$ cat src/rtl/router_input_fifo.sv
// Per-port mesh router input buffer: RTS/CTS link intake, circular flit store.
// Optional ROUTER_INPUT_FIFO_ERR_EN adds sticky err_flags for illegal reads.
module router_input_fifo #(
   parameter int DATA_WIDTH = 32,
   parameter int DEPTH      = 4
) (
   input  logic                  clk,
   input  logic                  rst,
   input  logic [DATA_WIDTH-1:0] RX,
   input  logic                  DRTS,
   input  logic                  read_en_N,
   input  logic                  read_en_E,
   input  logic                  read_en_W,
   input  logic                  read_en_S,
   input  logic                  read_en_L,
   output logic                  CTS,
   output logic                  empty,
   output logic                  full,
`ifdef ROUTER_INPUT_FIFO_ERR_EN
   output logic [1:0]            err_flags,
`endif
   output logic [DATA_WIDTH-1:0] Data_out
);

   localparam int AW = $clog2(DEPTH);
   localparam logic [AW-1:0] PTR_ONE = 1;
   localparam logic [AW:0]   CNT_ONE = 1;
   localparam logic [AW:0]   CNT_MAX = DEPTH[AW:0];

   typedef enum logic {IDLE = 1'b0, ACK = 1'b1} state_t;

   state_t                state;
   state_t                state_nxt;
   logic [DATA_WIDTH-1:0] mem [DEPTH];
   logic [AW-1:0]         rd_ptr;
   logic [AW-1:0]         wr_ptr;
   logic [AW:0]           count;
   logic [4:0]            rd_vec;
   logic                  push;
   logic                  pop;

   assign rd_vec   = {read_en_N, read_en_E, read_en_W, read_en_S, read_en_L};
   assign empty    = (count == '0);
   assign full     = (count == CNT_MAX);
   assign pop      = (|rd_vec) & ~empty;
   assign CTS      = (state == ACK);
   assign Data_out = mem[rd_ptr];

   always_comb begin
      state_nxt = state;
      push      = 1'b0;
      unique case (state)
         IDLE: begin
            if (DRTS && !full) begin
               push      = 1'b1;
               state_nxt = ACK;
            end
         end
         ACK: state_nxt = IDLE;
         default: state_nxt = IDLE;
      endcase
   end

   always_ff @(posedge clk) begin
      if (!rst) begin
         state  <= IDLE;
         rd_ptr <= '0;
         wr_ptr <= '0;
         count  <= '0;
         for (int i = 0; i < DEPTH; i++) mem[i] <= '0;
      end else begin
         state <= state_nxt;
         if (push) begin
            mem[wr_ptr] <= RX;
            wr_ptr      <= wr_ptr + PTR_ONE;
         end
         if (pop) rd_ptr <= rd_ptr + PTR_ONE;
         unique case ({push, pop})
            2'b10:   count <= count + CNT_ONE;
            2'b01:   count <= count - CNT_ONE;
            default: count <= count;
         endcase
      end
   end

`ifdef ROUTER_INPUT_FIFO_ERR_EN
   logic multi_rd;

   // Clearing the lowest set bit leaves something only if two or more were set.
   assign multi_rd = ((rd_vec & (rd_vec - 5'd1)) != 5'd0);

   always_ff @(posedge clk) begin
      if (!rst) begin
         err_flags <= 2'b00;
      end else begin
         if ((|rd_vec) && empty) err_flags[0] <= 1'b1;
         if (multi_rd)           err_flags[1] <= 1'b1;
      end
   end
`endif

endmodule

$ cat config.mk
export PLATFORM = sky130hd
export DESIGN_NAME = router_input_fifo
export DESIGN_NICKNAME = d
export VERILOG_FILES = /design/src/rtl/router_input_fifo.sv
export SDC_FILE = /design/constraint.sdc
export NUM_CORES = 1
export LEC_CHECK = 0
export CAP_MARGIN = 0
export CORE_ASPECT_RATIO = 1.1
export CORE_MARGIN = 2
export CORE_UTILIZATION = 60
export DETAILED_ROUTE_END_ITERATION = 6
export GPL_TIMING_DRIVEN = 0
export PLACE_DENSITY_LB_ADDON = 0.25
export SETUP_SLACK_MARGIN = 0.02
export SYNTH_ARGS = -nofsm -noshare
export SYNTH_HDL_FRONTEND = slang
export SYNTH_SLANG_ARGS = --single-unit
$ cat constraint.sdc
create_clock -name clk -period 7.4 [get_ports clk]
set_clock_uncertainty 0.05 [all_clocks]
set_input_delay 0.74 -clock clk [delete_from_list [all_inputs] [get_ports clk]]
set_output_delay 0.74 -clock clk [all_outputs]
set_load 0.05 [all_outputs]
==> run_results.csv <==
group,metric,value,unit
route,wl_per_cell,20.30,um
clock_network,clkSlewWorstSetupHoldPaths,60,ps
yosys,synth_top_family_by_area,"simple AND/OR/NAND/NOR gates",
sta,setup_viol,0,
route,remaining_drc_errors,0,
worst_setup_path,cp_max_fo,10,
clock_network,cts-buffers-inserted,17,
worst_setup_path,ff2ff_setup_slack,5080,ps
clock_network,postCtsHoldBufs,0,
die,rows,38,
worst_setup_path,timing.rr.end,"count[2]",
worst_setup_path,cp.arrival,2700,ps
die,die-area,0.01089,mm2
route,first_iter_violations,217,
sta,fin_crit_sh,0.4718,
global_routing,grt_overflow_total,0,
yosys,synth-compound-area-share,0.009942,
yosys,yosys.area.top_type,"edfxtp_1",
sta,worst_pin_slew,749.1,ps
sta,maxSlewViolCount,0,
global_routing,antenna_found_initial,0,
sta,rsz0062_at_grt,"no",
clock_network,postCtsResizedCells,0,
status,status,"completed",
worst_setup_path,reg2reg_from,"count[2]",
place,hpwl,7329,um
place,dp_cells,566,
die,die_w,99.67,um
die,dieHeight,109.2,um
pwr,powerDensity,346.6,mW/mm2
route,dr_total_vias,3385,
place,gp_congestion,0.7706,
worst_setup_path,crit_chain,"clkbuf_1 > mux4_2 > clkdlybuf4s50_1",
global_routing,grt_max_degree,20,
clock_network,clock_sinks,138,
final_layout,area_growth,27.28,%
route,vias_per_cell,5.661,
yosys,synth_fp_nets,411,
global_routing,grt_pass1_wl,18980,um
worst_hold_path,worstHoldStart,"rd_ptr[1]",
final_layout,drive_gt1_frac,0.1841,
worst_setup_path,start_kind,"flop",
yosys,synthCells,369,
yosys,ys_seq_area_frac,0.6694,
worst_setup_path,crit_type,"reg -> out",
place,port_buffers,73,
sta,finalHoldViolCount,0,
clock_network,cts_tree,"done",
pwr,peakVddDrop,0.2183,mV
worst_setup_path,critPathRequiredTime,6610,ps
final_layout,nets,507,
sta,min_period,3491,ps
run,max-cap-violations,0,
worst_setup_path,cp_slowest_stage_delay,810,ps
worst_setup_path,crit_path_end_kind,"output pin",
sta,slew-limit-headroom,0.4987,
final_layout,diodes,0,
yosys,synth_area_per_cell,16.37,um2
worst_hold_path,hold_depth,2,
clock_network,cts_setup_buffers,0,
yosys,ys_warn_count,0,
route,wirelength,12140,um
yosys,netlist_area,0.006041,mm2
yosys,synth_mux_area_frac,0.1243,
worst_setup_path,crit_slowest_cell,"clkdlybuf4s50_1",
pwr,power_leakage,2.810,nW
final_layout,stdcell_count,598,
die,design.core.area,0.009842,mm2
route,drtPass1Iterations,4,
yosys,synth_fa_ha_area_frac,0.005385,
sta,holdWs,438.9,ps
clock_network,clk-insertion-delay-late,520,ps
global_routing,grt_usage,0.2429,
yosys,yosys.area_share.simple,0.1616,
worst_setup_path,rr_worst_depth,8,
yosys,yosysTopAreaCellShare,0.6363,
global_routing,grt_pass1_vias,3626,
yosys,synthDistinctLibCells,31,
yosys,synth_area_leaders,"edfxtp_1 64%, and2_1 13%, mux4_2 12%, dfxtp_1 3.3%, buf_6 1.1%",
die,ios,75,
worst_hold_path,hold_class,"reg -> reg",
sta,fmax,286.4,MHz
clock_network,cts_max_level,4,
route,ant_nets,0,
sta,fin_setup_tns,0,ps
yosys,ys_ff_latch,138,
clock_network,cts_root_buf,"clkbuf_8",
final_layout,fillers,532,
clock_network,clockBufferDepth,2,
die,start_util,0.6138,
yosys,synth_xor_area_frac,0.002900,
==> power by group <==
part / switching, W / internal [W]
Sequential: 0.0000296 / 0.000939
Clock: 0.000306 / 0.000576
Combinational: 0.000496 / 0.000319
Total: 0.000831 / 0.00183
==> metrics by stage <==
step / total power (W) / setup WS, ps / cell area (um2) / util
after CTS: 0.002686 / 3837 / 7689 / 0.7812
after detailed placement: 0.001798 / 4389 / 7068 / 0.7182
final: 0.002665 / 3909 / 7689 / 0.7812
after floorplan: 0.001539 / 3542 / 6041 / -
after global placement: 0.001775 / 1146 / 6922 / 0.7033
after global routing: 0.002755 / 3780 / 7689 / 0.7812
==> synth_stat cells, drive strengths merged <==
library cell  number
ha                 1
a211oi             1
a21o               1
and2             128
o21ai              5
nand2b             5
nor4               3
buf               13
or3                2
clkbuf             7
or3b               1
mux4              32
nor3               2
mux2i              3
xor2               2
inv                8
nor2               5
fa                 1
nor2b              1
nand3              1
nand2              4
a21oi              4
dfxtp             10
edfxtp           128
and4               1
==> registers in the layout (all words and copies together) (netlist names), named ones only <==
| name | flops |
|---|---|
| CTS | 1 |
| mem | 128 |
| rd_ptr | 2 |
| wr_ptr | 2 |
| count | 3 |
==> how the worst max path moves through the flow <==
stage,to,cells past startpoint,slack (ps),from
final,Data_out[20],3,3910,flop
after global routing,Data_out[20],3,3780,flop
after CTS,Data_out[20],3,3840,flop
after detailed placement,count[2],9,4390,read_en_N
after global placement,mem[3][13],4,1150,DRTS
after floorplan,mem[1][0],3,3540,DRTS
==> metal layers <==
metal / track usage / wire length [um] / vias up
met1: 0.2970 / 4604 / 1682
met5: 0 / 0 / -
met4: 0.1086 / 176 / 0
met2: 0.4180 / 6575 / 131
met3: 0.05385 / 783 / 17
li1: - / - / 1555
==> worst max-delay path: cells and delay by family, from the launching register on <==
family                 cells  cell delay (ps)
buffers and inverters      2             1370
multiplexers               1              370
flip-flops                 1              450
==> cell usage in the layout, fill, tap and decap left out, drive strengths merged, types with 8 or more instances in the layout <==
master         instances
clkbuf                25
mux4                  32
inv                    8
and2                 128
clkdlybuf4s50         73
buf                   17
dfxtp                 10
edfxtp               128
==> area by class of cell <==
| type | count | area, um2 | area share |
|---|---|---|---|
| clock buffers | 18 | 417.9 | 0.05435 |
| clock inverters | 14 | 202.7 | 0.02636 |
| flip-flops and latches | 138 | 4044 | 0.5260 |
| plain buffers | 20 | 127.6 | 0.01660 |
| well taps | 120 | 150.1 | 0.01953 |
| multi-input cells | 203 | 1873 | 0.2436 |
| repair buffers | 77 | 840.8 | 0.1094 |
| inverters | 8 | 32.53 | 0.004231 |
==> kinds of logic (layout without fill, tap and decap cells) <==
logic type / count (synthesis) / count (layout)
and+or+nand+nor: 153 / 153
muxes: 35 / 35
adders and majority gates: 2 / 2
AOI/OAI and AO/OA: 11 / 11
buffers and inverters: 28 / 137
xor gates and xnor gates: 2 / 2
DFF: 138 / 138
Note: power is estimated with default switching activity, not from simulation.
